## config.mk

```make
export PLATFORM = sky130hd
export DESIGN_NAME = fighter_motion
export DESIGN_NICKNAME = d
export VERILOG_FILES = /design/src/rtl/fighter_motion.sv
export SDC_FILE = /design/constraint.sdc
export NUM_CORES = 1
export LEC_CHECK = 0
export ABC_CLOCK_PERIOD_IN_PS = 6000
export CELL_PAD_IN_SITES_DETAIL_PLACEMENT = 1
export CELL_PAD_IN_SITES_GLOBAL_PLACEMENT = 1
export CORE_ASPECT_RATIO = 1.1
export CORE_UTILIZATION = 46
export CTS_BUF_LIST = sky130_fd_sc_hd__clkbuf_16
export CTS_CLUSTER_SIZE = 30
export DETAILED_ROUTE_END_ITERATION = 10
export GPL_TIMING_DRIVEN = 0
export HOLD_SLACK_MARGIN = 0.06
export PLACE_DENSITY_LB_ADDON = 0.1
export SYNTH_ARGS = -nofsm -noshare
export SYNTH_HDL_FRONTEND = slang
export SYNTH_SLANG_ARGS = --single-unit
```

## constraint.sdc

```tcl
create_clock -name Clk -period 6 [get_ports Clk]
set_input_delay 0.9 -clock Clk [delete_from_list [all_inputs] [get_ports Clk]]
set_output_delay 0.9 -clock Clk [all_outputs]
set_load 0.02 [all_outputs]
```

## src/rtl/fighter_motion.sv

```systemverilog
// Per-player motion and pose controller for the DiveKick playfield.
// Updates position, vertical speed and pose once per synchronised frame tick.
module fighter_motion #(
    parameter logic [9:0] START_X  = 10'd100,
    parameter logic       MIRROR   = 1'b0,
    parameter logic [9:0] GROUND_Y = 10'd324,
    parameter logic [5:0] JUMP_V   = 6'd12,
    parameter logic [5:0] HOP_V    = 6'd8,
    parameter logic [5:0] HOP_VX   = 6'd3,
    parameter logic [5:0] KICK_V   = 6'd6
) (
    input  logic       Clk,
    input  logic       Reset_n,
    input  logic       frame_clk,
    input  logic       Freeze,
    input  logic       dive_key,
    input  logic       kick_key,
    input  logic [9:0] opp_X_Pos,
    output logic [9:0] X_Pos,
    output logic [9:0] Y_Pos,
    output logic [2:0] state
);

    typedef enum logic [1:0] {GROUND, JUMP, HOP, KICK} fsm_e;

    localparam logic signed [10:0] X_MAX = 11'sd568;
    localparam logic signed [10:0] KV    = {5'd0, KICK_V};
    localparam logic signed [10:0] HV    = {5'd0, HOP_VX};
    localparam logic signed [10:0] GY    = {1'b0, GROUND_Y};
    localparam logic signed [6:0]  JV    = {1'b0, JUMP_V};
    localparam logic signed [6:0]  HPV   = {1'b0, HOP_V};

    logic [2:0]        fsync_q;
    logic              tick;
    logic [9:0]        x_q, x_d, y_q, y_d;
    logic signed [6:0] vy_q, vy_d;
    fsm_e              fsm_q, fsm_d;
    logic              face_q, face_d;
    logic              dkey_q, dkey_d, kkey_q, kkey_d;
    logic [2:0]        pose_q;
    logic              dive_press, kick_press;

    logic signed [10:0] dx, dy, nx, ny;
    logic [9:0]         mx, my;
    logic signed [6:0]  mvy;
    fsm_e               mfsm;

    function automatic logic [2:0] pose_of(input fsm_e f, input logic fc);
        logic [2:0] b;
        case (f)
            GROUND:  b = 3'd0;
            KICK:    b = 3'd2;
            default: b = 3'd1;
        endcase
        // Same pose set, mirrored: add 3 when not facing the "native" way.
        if (!(fc ^ MIRROR))
            b = b + 3'd3;
        return b;
    endfunction

    assign tick = fsync_q[1] & ~fsync_q[2];

    // Candidate airborne update, used when no transition fires.
    always_comb begin
        case (fsm_q)
            KICK: begin
                dx = face_q ? KV : -KV;
                dy = KV;
            end
            HOP: begin
                dx = face_q ? -HV : HV;
                dy = {{4{vy_q[6]}}, vy_q};
            end
            default: begin
                dx = 11'sd0;
                dy = {{4{vy_q[6]}}, vy_q};
            end
        endcase
        nx   = $signed({1'b0, x_q}) + dx;
        ny   = $signed({1'b0, y_q}) + dy;
        mvy  = (fsm_q == KICK) ? 7'sd0 : vy_q + 7'sd1;
        mfsm = fsm_q;
        if (nx < 11'sd0)
            mx = 10'd0;
        else if (nx > X_MAX)
            mx = X_MAX[9:0];
        else
            mx = nx[9:0];
        if (ny < 11'sd0) begin
            my  = 10'd0;
            mvy = 7'sd0;
        end else if (ny >= GY) begin
            my   = GROUND_Y;
            mvy  = 7'sd0;
            mfsm = GROUND;
        end else begin
            my = ny[9:0];
        end
    end

    always_comb begin
        x_d    = x_q;
        y_d    = y_q;
        vy_d   = vy_q;
        fsm_d  = fsm_q;
        face_d = face_q;
        dkey_d = dkey_q;
        kkey_d = kkey_q;
        dive_press = dive_key & ~dkey_q;
        kick_press = kick_key & ~kkey_q;
        if (tick) begin
            // Key history advances even when frozen.
            dkey_d = dive_key;
            kkey_d = kick_key;
            if (!Freeze) begin
                unique case (fsm_q)
                    GROUND: begin
                        face_d = (x_q < opp_X_Pos);
                        if (dive_press) begin
                            fsm_d = JUMP;
                            vy_d  = -JV;
                        end else if (kick_press) begin
                            fsm_d = HOP;
                            vy_d  = -HPV;
                        end
                    end
                    JUMP, HOP: begin
                        if (kick_press) begin
                            fsm_d = KICK;
                            vy_d  = 7'sd0;
                        end else begin
                            x_d   = mx;
                            y_d   = my;
                            vy_d  = mvy;
                            fsm_d = mfsm;
                        end
                    end
                    KICK: begin
                        x_d   = mx;
                        y_d   = my;
                        vy_d  = mvy;
                        fsm_d = mfsm;
                    end
                endcase
            end
        end
    end

    always_ff @(posedge Clk) begin
        if (!Reset_n) begin
            fsync_q <= 3'b000;
            x_q     <= START_X;
            y_q     <= GROUND_Y;
            vy_q    <= 7'sd0;
            fsm_q   <= GROUND;
            face_q  <= (START_X < opp_X_Pos);
            dkey_q  <= 1'b0;
            kkey_q  <= 1'b0;
            pose_q  <= pose_of(GROUND, START_X < opp_X_Pos);
        end else begin
            fsync_q <= {fsync_q[1:0], frame_clk};
            x_q     <= x_d;
            y_q     <= y_d;
            vy_q    <= vy_d;
            fsm_q   <= fsm_d;
            face_q  <= face_d;
            dkey_q  <= dkey_d;
            kkey_q  <= kkey_d;
            pose_q  <= pose_of(fsm_d, face_d);
        end
    end

    assign X_Pos = x_q;
    assign Y_Pos = y_q;
    assign state = pose_q;

endmodule

```

======== Word-level counts from Yosys, hierarchy flattened ========
Index checks and enable logic that the tools add are counted.
word-level totals
  register bits ........................... 38
  logic and storage cells ................. 76
  output and inout bits ................... 23
  input bits .............................. 16
operators by class
  equality and inequality tests ........... 6
  order comparisons ....................... 6
  add/subtract/negate cells ............... 5
  muxes and demuxes ....................... 37
  bitwise logic cells ..................... 7
  reduce and logical (&&, ||, !) cells .... 6
operators with widths
  kind                  count
  $mux 10               6
  $mux 7                6
  $pmux 10 s2           2
  $mux 11               3
  $add 11x11->11        2
  $lt 11x1->1 const B   2
  $pmux 11 s2           1
  $pmux 7 s3            1
  $mux 3                5
  $mux 2                7
  $ge 11x10->1 const B  1
  $gt 11x11->1 const B  1
  $lt 10x10->1          1
  $lt 7x10->1 const A   1
  $add 7x2->7 const B   1
  $add 3x2->3 const B   2
  $eq 2x2->1 const B    3
  $pmux 2 s3            1
  $logic_not 2->1       2
  $mux 1                4
  $not 1->1             4
  $pmux 2 s2            1
  $reduce_and 4->1      1
  $and 1x1->1           3
  other kinds (6)       6

======== Longest topological paths before layout ========
Gate-level depths: netlist (run 1).
  depth after elaboration ................. 16
  gate-level depth with buffers ........... 19
  depth with buffers taken out ............ 17

======== Worst setup path after synthesis (run 1) ========
OpenSTA, ideal clock, no wires.
  path kind ............................... flip-flop to flip-flop
  start point ............................. register fsm_q[1]
  end point ............................... register pose_q[0] (netlist: state[0])
  path slack .............................. 2.277 ns
  path buffers ............................ 2
  period minus slack after synthesis ...... 3.723 ns
  arrival time ............................ 3.644 ns
  setup time .............................. 0.079 ns
  required time ........................... 5.921 ns
  stages on the path, launching flop included .. 20
  cell sequence ........................... dfxtp_1 ha_1 clkbuf_2 nor2b_1 ha_1 inv_1 fa_1 nand2b_1 a21oi_1 mux2i_1 nor3_1 nor2b_2 a2bb2o_4 buf_6 o32a_4 inv_1 ha_1 nor3_1 nand3_1 o211ai_1
between the ends
  word-level cells in the longest chain between the ends .. 16
  elaborated cells between the ends (all ways) .. 27
  classes of those cells .................. add/sub (2); order compare (2); eq/ne (4); mux (16); reduce/logical (3)
ends and longest elaborated chain
  element                                               line     source
  from (decl)                                           37       fsm_e fsm_q, fsm_d;
  from (signal assigned)                                165      fsm_q <= fsm_d;
  $eq 2x2->1                                            65, 116
  $mux 11                                               65       case (fsm_q)
  $add 11x11->11                                        80       ny = $signed({1'b0, y_q}) + dy;
  $ge 11x10->1                                          92       end else if (ny >= GY) begin
  $mux 2                                                92
  $mux 2                                                89       if (ny < 11'sd0) begin
  $mux 2                                                128      if (kick_press) begin
  $pmux 2 s3                                            116      unique case (fsm_q)
  $mux 2                                                115      if (!Freeze) begin
  $mux 2 *                                              111      if (tick) begin
  net fsm_d[1]                                          37
  $eq 2x2->1 / $logic_not 2->1 (equally long branches)  50       case (f)
  $pmux 2 s2 *                                          50
  $mux 3 *                                              150      if (!Reset_n) begin
  $add 3x2->3                                           57       b = b + 3'd3;
  $mux 3 *                                              56       if (!(fc ^ MIRROR))
  $mux 3 *                                              150
  to (signal assigned)                                  159      pose_q <= pose_of(GROUND, START_X < opp_X_Pos);
  to (signal assigned)                                  169      pose_q <= pose_of(fsm_d, face_d);
  to (decl)                                             40       logic [2:0] pose_q;
The timed path passes the listed nets; every way through them passes the cells marked *. The select of a mux whose other input is x is not followed.
A chain may end at the register's enable or synchronous reset.

======== Worst setup path in the final report (run 1) ========
  start point ............................. register fsm_q[1]
  end point ............................... register pose_q[0] (netlist: state[0])
between the ends
  word-level cells in the longest chain between the ends .. 16
  elaborated cells between the ends (all ways) .. 27
  classes of those cells .................. add/sub (2); order compare (2); eq/ne (4); mux (16); reduce/logical (3)
ends and longest elaborated chain
  element                                               line
  $eq 2x2->1                                            65, 116
  $mux 11                                               65
  $add 11x11->11                                        80
  $ge 11x10->1                                          92
  $mux 2                                                92
  $mux 2                                                89
  $mux 2                                                128
  $pmux 2 s3                                            116
  $mux 2                                                115
  $mux 2                                                111
  $eq 2x2->1 / $logic_not 2->1 (equally long branches)  50
  $pmux 2 s2                                            50
  $mux 3                                                150
  $add 3x2->3                                           57
  $mux 3 *                                              56
  $mux 3 *                                              150
Every way passes the cells marked *; elsewhere a longest branch is shown, timed or not. The select of a mux whose other input is x is not followed.

==> qor.yml, run 1 <==
die-height_um: 92.6
grt_max_degree: 13
setup_viol: 0
failed_checks: "design-rule violations"
finalWeightedCongestion: 0.874
synth-compound-area-share: 0.251
grt_pass1_vias: 3639
netlist.top_cell.by_area: "dfxtp_1"
syn_area_per_cell_sq_um: 7.74
cp-end-kind: "register"
rsz0062_at_grt: "false"
syn_area_sq_um: 3430
synth_cells: 443
coreArea_sq_um: 7130
nNetsFinal: 538
ys.flop_type: "dfxtp_1"
dp_slack_ps: 1550
cts_resized: 0
synth_top_family_by_area: "simple AND/OR/NAND/NOR gates"
p_leak_uw: 0.00168
drt-initial-drc-count: 135
vias_per_cell: 6.16
grt_usage: 0.284
h-tree-depth: 2
tns_ps: 0
start_util: 0.481
synthTopCellsByCount: "nand2_1, dfxtp_1, ha_1"
path_max_fanout: 10
rr_startpoint: "fsm_q[1]"
synth_area_leaders: "dfxtp_1, ha_1, nand2_1"
period_share: 0.750
final-max-slew-violation-count: 0
drive_gt1_frac: 0.0760
hold_ws_ps: 440
synth.most_common_cell: "nand2_1"
yosys_warnings: 0
outcome: "complete, but fails checks"
wl_per_cell_um: 18.3
max_clock_freq_mhz: 222
synth-seq-cells: 38
max_slew.worst_pin.slew_ps: 1090
cts_tree: "built"
ir_worst_vdd_uv: 107
cts_sinks: 38
synth_simple_gate_area_frac: 0.277
place_hpwl_mm: 8.26
grt_pass1_wl_mm: 17.5
synth-xor-area-share: 0.0255
period_needed_ps: 4500
dr.pass1.iters: 7
clockBufferDepth: 2
power.density_nw_per_um2: 152
ys_types: 67
clock_latency_ps: 280
critPathLaunch: "fsm_q[1]"
routed_wl_mm: 10.5
post_cts_buffers: 0
dieArea_sq_um: 7810
synth_top_area_frac: 0.222
hold_start: "fsync_q[0]"
setup_slack_ps: 1500
numCtsBuffers: 5
hold_viol: 0
max_slew_margin: 0.266
path_clk_slew_ps: 60
synth_fa_ha_area_frac: 0.132
arrival_ps: 4710
row_count: 32
path_class: "reg2reg"
dr_total_vias: 3522
worst_setup_path_start_kind: "register"
crit_required_ps: 6210
clock_skew_ps: 3.58
io_buffers: 37
antenna_left: 0
num_antenna_cells: 0
root_buffer: "clkbuf_16"
antenna_found_initial: 0
ys_seq_area_frac: 0.222
synth_nets: 494
synth_edf_count: 0
syn_to_final_growth_pct: 17.8
remaining_drc_errors: 2
io_pins: 39
dieWidth_um: 84.3
ctsHoldBuffers: 0
maxCapViolCount: 0
async_flop_share: 0
synth.mux.area_fraction: 0.0244
grt-ovfl-total: 0
p_total_uw: 613
holdCritPathClass: "reg2reg"
-- worst max-delay path, cell delays in order (launching register included) --
cell and delay, ps:
dfxtp_1 360, ha_1 240, clkbuf_2 210, nor2b_1 150, ha_1 210, inv_1 70, fa_1 400, nand2b_1 190
a21oi_1 400, mux2i_1 360, nor3_1 100, nor2b_2 160, a2bb2o_4 230, buf_6 140, o21ai_0 340, and2_1 230
ha_1 270, nor3_1 180, nand3_1 90, o211ai_1 80
-- area by class of cell --
| cell class | count | area, sq um |
|---|---|---|
| buffer | 23 | 125 |
| clock buffer | 5 | 125 |
| clock inverter | 2 | 10.0 |
| fill | 901 | 3090 |
| inverter | 28 | 110 |
| multi-input combinational | 354 | 2430 |
| sequential | 38 | 761 |
| tap | 85 | 106 |
| timing repair buffer | 37 | 370 |
-- metrics by stage --
| stage | cell area, sq um | std cells | utilization |
|---|---|---|---|
| 6_report | 4040 | 572 | 0.567 |
| 5_1_grt | 4040 | 572 | 0.567 |
| 4_1_cts | 4040 | 572 | 0.567 |
| 3_5_place_dp | 3910 | 565 | 0.548 |
| 3_3_place_gp | 3910 | 565 | 0.548 |
| 2_1_floorplan | 3430 | 443 | - |
-- kinds of logic after synthesis --
kind of cell,after synthesis
compound gates,122
xor+xnor,10
fa+ha+maj,35
buf+inv,51
flops,38
mux,7
simple gates,180
-- metal layers --
layer	track usage	up-vias	part of all wire
met5	0	-	0
met4	0.139	0	0.039
met3	0.0339	31	0.034
met2	0.533	84	0.52
met1	0.314	1701	0.41
li1	-	1706	-
-- sequential cells by signal (all words and copies together), names as in the netlist --
name / cells
dkey_q: 1
X_Pos: 10
fsm_q: 2
vy_q: 7
state: 3
kkey_q: 1
fsync_q: 3
face_q: 1
Y_Pos: 10
-- placed cells by master, fill, tap and decap left out, drive strengths merged, types with 3 or more instances in the layout --
cell type and count:
dfxtp 38, clkinv 3, a31oi 13, a41oi 3, nand4b 3, clkbuf 19
and2 12, buf 9, clkdlybuf4s50 37, nand4 7, o211ai 7, o31ai 4
nor2b 12, a21oi 27, or2 6, a21o 5, xor2 6, inv 27
mux2i 5, o21ai 28, ha 33, nor3 18, nand3 19, nor4 5
and3 10, a32oi 5, o22ai 3, or3 5, xnor2 4, nand2 41
nor2 27, o21a 4, nand2b 7, a211oi 4
-- final timing paths --
path | end | cells after the start | slack, ps
setup / recovery | state[0] | 19 | 1500
hold / removal | fsync_q[1] | 1 | 440
setup reg to reg | state[0] | 19 | 1500
hold reg to reg | fsync_q[1] | 1 | 440
-- report_power, final --
part | switching, uW | internal (uW)
Clock | 103 | 150
Combinational | 57.1 | 41.6
Sequential | 3.49 | 257
Note: power is estimated with default switching activity, not from simulation.
==> inputs of run 2 (changes only) <==
--- a/config.mk
+++ b/config.mk
@@ -5,11 +5,11 @@
 export SDC_FILE = /design/constraint.sdc
 export NUM_CORES = 1
 export LEC_CHECK = 0
-export ABC_CLOCK_PERIOD_IN_PS = 6000
+export ABC_CLOCK_PERIOD_IN_PS = 3700
 export CELL_PAD_IN_SITES_DETAIL_PLACEMENT = 1
 export CELL_PAD_IN_SITES_GLOBAL_PLACEMENT = 1
 export CORE_ASPECT_RATIO = 1.1
-export CORE_UTILIZATION = 46
+export CORE_UTILIZATION = 38
 export CTS_BUF_LIST = sky130_fd_sc_hd__clkbuf_16
 export CTS_CLUSTER_SIZE = 30
 export DETAILED_ROUTE_END_ITERATION = 10
==> constraint.sdc (replaced) <==
create_clock -name Clk -period 3.7 [get_ports Clk]
set_input_delay 0.555 -clock Clk [delete_from_list [all_inputs] [get_ports Clk]]
set_output_delay 0.555 -clock Clk [all_outputs]
set_load 0.02 [all_outputs]
==> run 2 against run 1 <==
  * The flow now finishes without violations
  * Hold slack better by 6.1 ps
  * Sequential share of layout area shrank 0.83 points
  * Design area is 5.3% higher
  * Clock power increased by 90%
  * Worst setup slack worse by 1400 ps
  * Global-route usage decreased by 4.3 points
  * Sequential power rose by 62%
  * Largest power group is now the clock network
==> qor.yml, run 2 (synthesis results as in run 1) <==
syn_to_final_growth_pct: 24.1  # was 17.8%
row_count: 35  # was 32
grt_usage: 0.240  # was 0.284
dieWidth_um: 92.6  # was 84.3 um
antenna_left: 0  # unchanged
period_share: 0.976  # was 0.750
wl_per_cell_um: 18.4  # was 18.3 um
layout_common_cells: "nand2_1, clkdlybuf4s50_1, dfxtp_1"  # was nand2_1, dfxtp_1, clkdlybuf4s50_1
path_max_fanout: 10  # unchanged
crit_required_ps: 3850  # was 6210 ps
fill_cells: 1089  # was 901
setup_viol: 0  # unchanged
period_needed_ps: 3610  # was 4500 ps
clock_latency_ps: 280  # about the same
routed_wl_mm: 11.1  # was 10.5 mm
layout_commonest_cell: "nand2_1"  # unchanged
arrival_ps: 3770  # was 4710 ps
start_util: 0.400  # was 0.481
grt-ovfl-total: 0  # unchanged
numCtsBuffers: 5  # unchanged
coreArea_sq_um: 8580  # was 7130 sq um
cts_tree: "built"  # unchanged
die-height_um: 102  # was 92.6 um
h-tree-depth: 2  # unchanged
antenna_found_initial: 0  # unchanged
nNetsFinal: 540  # was 538
dr.pass1.iters: 4  # was 7
maxCapViolCount: 0  # unchanged
io_pins: 39  # unchanged
path_class: "reg2reg"  # unchanged
num_antenna_cells: 0  # unchanged
cp-end-kind: "register"  # unchanged
worst_setup_path_start_kind: "register"  # unchanged
fin_area_sq_um: 4260  # was 4040 sq um
p_leak_uw: 0.00173  # was 0.00168 uW
final-max-slew-violation-count: 0  # unchanged
clockBufferDepth: 2  # unchanged
clock_skew_ps: 5.00  # was 3.58 ps
max_clock_freq_mhz: 277  # was 222 MHz
setup_slack_ps: 87.7  # was 1500 ps
grt_pass1_vias: 3636  # was 3639
power.density_nw_per_um2: 252  # was 152 nW/um^2
outcome: "finished, final reports clean"  # was complete, but fails checks
ctsHoldBuffers: 0  # unchanged
dr_total_vias: 3518  # was 3522
dieArea_sq_um: 9410  # was 7810 sq um
path_clk_slew_ps: 60  # about the same
remaining_drc_errors: 0  # was 2
max_slew.worst_pin.slew_ps: 684  # was 1090 ps
finalWeightedCongestion: 0.823  # was 0.874
dpl_cell_area_sq_um: 3940  # was 3910 sq um
cts_sinks: 38  # unchanged
holdCritPathClass: "reg2reg"  # unchanged
root_buffer: "clkbuf_16"  # unchanged
drt-initial-drc-count: 76  # was 135
hold_ws_ps: 447  # was 440 ps
vias_per_cell: 5.86  # was 6.16
ir_worst_vdd_uv: 177  # was 107 uV
final_core_util: 0.496  # was 0.567
drive_gt1_frac: 0.125  # was 0.0760
grt_max_degree: 13  # unchanged
grt_pass1_wl_mm: 17.8  # was 17.5 mm
io_buffers: 37  # unchanged
place_hpwl_mm: 8.47  # was 8.26 mm
hold_viol: 0  # unchanged
max_slew_margin: 0.541  # was 0.266
dp_slack_ps: -622  # was 1550 ps
run 2: power by group:
group | internal, uW | switching (uW) | leakage, uW | total, uW
combinational | 71.0 | 96.4 | 0.00134 | 167
clock | 312 | 169 | 0.0000773 | 481
sequential | 417 | 6.52 | 0.000309 | 423
run 2: stage by stage:
step                instances  total power (uW)  setup TNS, ps
floorplan                 443               535              0
global placement          591               587          -2870
detailed placement        591               591          -3840
CTS                       600              1070              0
global route              600              1110          -13.5
finish                    600              1070              0
run 2: worst paths after layout:
kind | from | endpoint | slack (ps) | cells past startpoint
worst max register to register | fsm_q[1] | state[1] | 90 | 16
worst max-delay path | fsm_q[1] | state[1] | 90 | 16
worst min register to register | fsync_q[0] | fsync_q[1] | 450 | 1
worst min-delay path | fsync_q[0] | fsync_q[1] | 450 | 1
run 2: critical path, cell delays in order, from the launching register on:
cell      delay [ps]
dfxtp_4          390
ha_4             200
nor2b_1           60
ha_1             270
clkbuf_1         330
mux4_2           560
nor3_1           280
nand3_1          170
a21oi_2          170
a2bb2o_4         130
buf_6            140
o21ai_2           90
and2_4           160
ha_1             180
and3_1           160
nand3_1           90
o211ai_1          90
run 2: metal layers:
layer / track usage / vias to the layer above / wire [um]
met5: 0 / - / 0
met4: 0.0709 / 0 / 249
met3: 0.0278 / 22 / 262
met2: 0.466 / 63 / 5810
met1: 0.274 / 1717 / 4720
li1: - / 1716 / -
run 2: layout make-up:
cell class | instances | area, sq um | area share
clock buffers | 5 | 125 | 0.0294
multi-input cells | 354 | 2570 | 0.603
inverters | 28 | 113 | 0.0265
flip-flops and latches | 38 | 766 | 0.180
clock inverters | 2 | 33.8 | 0.00794
well taps | 111 | 139 | 0.0326
repair buffers | 40 | 393 | 0.0923
plain buffers | 22 | 120 | 0.0282
run 2: repair_timing:
item / CTS / global route
pin swaps: 3 / 7
setup endpoints to repair: 23 / 7
resized for setup: 17 / 18
buffers inserted: 3 / 0
==> inputs of run 3 (changes only) <==
--- a/config.mk
+++ b/config.mk
@@ -9,8 +9,9 @@
 export CELL_PAD_IN_SITES_DETAIL_PLACEMENT = 1
 export CELL_PAD_IN_SITES_GLOBAL_PLACEMENT = 1
 export CORE_ASPECT_RATIO = 1.1
-export CORE_UTILIZATION = 38
-export CTS_BUF_LIST = sky130_fd_sc_hd__clkbuf_16
+export CORE_UTILIZATION = 39
+export CTS_BUF_LIST = sky130_fd_sc_hd__clkbuf_8
+export CTS_CLUSTER_DIAMETER = 40
 export CTS_CLUSTER_SIZE = 30
 export DETAILED_ROUTE_END_ITERATION = 10
 export GPL_TIMING_DRIVEN = 0
==> run 3 against run 2 <==
  * Design area shrank 0.53%
  * Non-clock buffer count increased by 5
  * Critical path depth down 1
  * Highest routed layer unchanged
  * Via count is 0.40% higher
==> qor.yml, run 3 (synthesis results as in run 1) <==
p_total_uw: 911  # was 1070 uW
grt_max_degree: 13  # unchanged
crit_slowest_cell: "a2111o_1"  # was mux4_2
power.density_nw_per_um2: 215  # was 252 nW/um^2
critical-path-top-delay-family: "compound AO/OA/AOI/OAI gates"  # was simple AND/OR/NAND/NOR gates
row_count: 35  # unchanged
root_buffer: "clkbuf_8"  # was clkbuf_16
setup_viol: 0  # unchanged
intPower_uw: 640  # was 800 uW
path_max_fanout: 9  # was 10
path_common_cell: "ha_4"
rsz0062_at_grt: "false"
h-tree-depth: 2  # unchanged
nNetsFinal: 545  # was 540
vias_per_cell: 5.83  # was 5.86
final-max-slew-violation-count: 0  # unchanged
routed_wl_mm: 10.9  # was 11.1 mm
arrival_ps: 3760  # was 3770 ps
wl_per_cell_um: 18.0  # was 18.4 um
io_buffers: 37  # unchanged
io_pins: 39  # unchanged
max_slew_margin: 0.570  # was 0.541
hold_viol: 0  # unchanged
dieArea_sq_um: 9170  # was 9410 sq um
hold_ws_ps: 448  # was 447 ps
worst_setup_path_start_kind: "register"  # unchanged
syn_to_final_growth_pct: 23.5  # was 24.1%
max_clock_freq_mhz: 283  # was 277 MHz
cts_tree: "built"  # unchanged
grt_usage: 0.250  # was 0.240
remaining_drc_errors: 0  # unchanged
tns_ps: 0  # unchanged
layout_common_cells: "nand2_1, clkdlybuf4s50_1, dfxtp_1"  # unchanged
grt_pass1_wl_mm: 18.3  # was 17.8 mm
grt-ovfl-total: 0  # unchanged
layout_commonest_cell: "nand2_1"  # unchanged
dr_total_vias: 3532  # was 3518
drt-initial-drc-count: 113  # was 76
cp-end-kind: "register"  # unchanged
num_antenna_cells: 0  # unchanged
max_slew.worst_pin.slew_ps: 641  # was 684 ps
period_share: 0.955  # was 0.976
combPwrFrac: 0.188  # was 0.156
numCtsBuffers: 5  # unchanged
drive_gt1_frac: 0.133  # was 0.125
instances_no_fill: 606  # was 600
maxCapViolCount: 0  # unchanged
placed_cells: 591  # unchanged
dieWidth_um: 91.4  # was 92.6 um
p_leak_uw: 0.00172  # was 0.00173 uW
swShare: 0.297  # was 0.254
cts_sinks: 38  # unchanged
p_clk_frac: 0.349  # was 0.449
start_util: 0.406  # was 0.400
crit_required_ps: 3920  # was 3850 ps
clock_skew_ps: 10.0  # was 5.00 ps
antenna_left: 0  # unchanged
holdCritPathClass: "reg2reg"  # unchanged
outcome: "finished, final reports clean"  # unchanged
period_needed_ps: 3530  # was 3610 ps
finalWeightedCongestion: 0.818  # was 0.823
p_seq_frac: 0.463  # was 0.395
path_class: "reg2reg"  # unchanged
die-height_um: 100  # was 102 um
path_clk_slew_ps: 90  # was 60 ps
place_hpwl_mm: 8.13  # was 8.47 mm
p_sw_uw: 271  # was 272 uW
coreArea_sq_um: 8450  # was 8580 sq um
clock_latency_ps: 300  # was 280 ps
antenna_found_initial: 0  # unchanged
crit_chain: "ha_4 > or2_2 > ha_1 > o21ai_1 > o21bai_1 > a211o_1 > a2111o_1 > a21oi_2 > a2bb2o_4 > o32a_4 > inv_4 > ha_4 > nor3_4 > nand3_1 > o211ai_1"  # was ha_4 > nor2b_1 > ha_1 > clkbuf_1 > mux4_2 > nor3_1 > nand3_1 > a21oi_2 > a2bb2o_4 > buf_6 > o21ai_2 > and2_4 > ha_1 > and3_1 > nand3_1 > o211ai_1
max_stage_delay_ps: 430  # was 560 ps
clockBufferDepth: 2  # unchanged
grt_pass1_vias: 3704  # was 3636
ir_worst_vdd_uv: 119  # was 177 uV
path_buf_inv: 1  # was 2
dr.pass1.iters: 4  # unchanged
## run 3: changes by cell type in the layout (fill, tap and decap cells not counted), moves of 2 or more
cell	before	now
buf_4	4	11
clkbuf_16	5	0
clkbuf_8	0	6
o21ai_1	4	7
o21ai_2	4	2
## run 3: power by group through the flow
stage               clock network, uW  registers [uW]  logic [uW]
floorplan                           0             434         102
global placement                    0             431         154
detailed placement                  0             431         157
CTS                               326             421         164
global route                      346             423         188
finish                            318             422         171
## run 3: path summary, 6_finish.rpt
kind	startpoint	end	slack (ps)	cells past startpoint
worst max-delay path	fsm_q[1]	state[0]	170	15
worst min-delay path	fsync_q[0]	fsync_q[1]	450	1
worst max register to register	fsm_q[1]	state[0]	170	15
worst min register to register	fsync_q[0]	fsync_q[1]	450	1
## run 3: worst reg2reg max path: cells and delay by family, from the launching register on
family	cells	cell delay, ps
buffers and inverters	1	50
and+or+nand+nor	3	550
DFF	1	360
adders and majority gates	3	830
AOI/OAI and AO/OA	8	1690
## run 3: through the flow
stage | cell area [sq um] | setup slack [ps] | util
floorplan | 3430 | 29.4 | -
global placement | 3940 | -501 | 0.466
detailed placement | 3940 | -599 | 0.466
CTS | 4160 | -114 | 0.492
global route | 4230 | 8.36 | 0.501
finish | 4230 | 166 | 0.501
## run 3: cell type report
class | count | area, sq um
Fill cell | 1047 | 4220
Multi-Input combinational cell | 354 | 2570
Sequential cell | 38 | 766
Timing Repair Buffer | 47 | 445
Tap cell | 111 | 139
Inverter | 28 | 113
Buffer | 20 | 105
Clock buffer | 6 | 82.6
Clock inverter | 2 | 12.5
## run 3: per-layer routing
metal / share of wire / global-route usage / vias up
met1: 0.45 / 0.317 / 1736
met5: 0 / 0 / -
met3: 0.027 / 0.0280 / 13
met2: 0.51 / 0.442 / 66
li1: - / - / 1717
met4: 0.014 / 0.0818 / 0
## run 3: what timing repair did
item | CTS | global route
pin swaps | 6 | 13
hold buffers | 0 | 0
buffers inserted | 5 | 5
setup endpoints to repair | 21 | 11
gates cloned | 0 | 0
resized for setup | 23 | 13
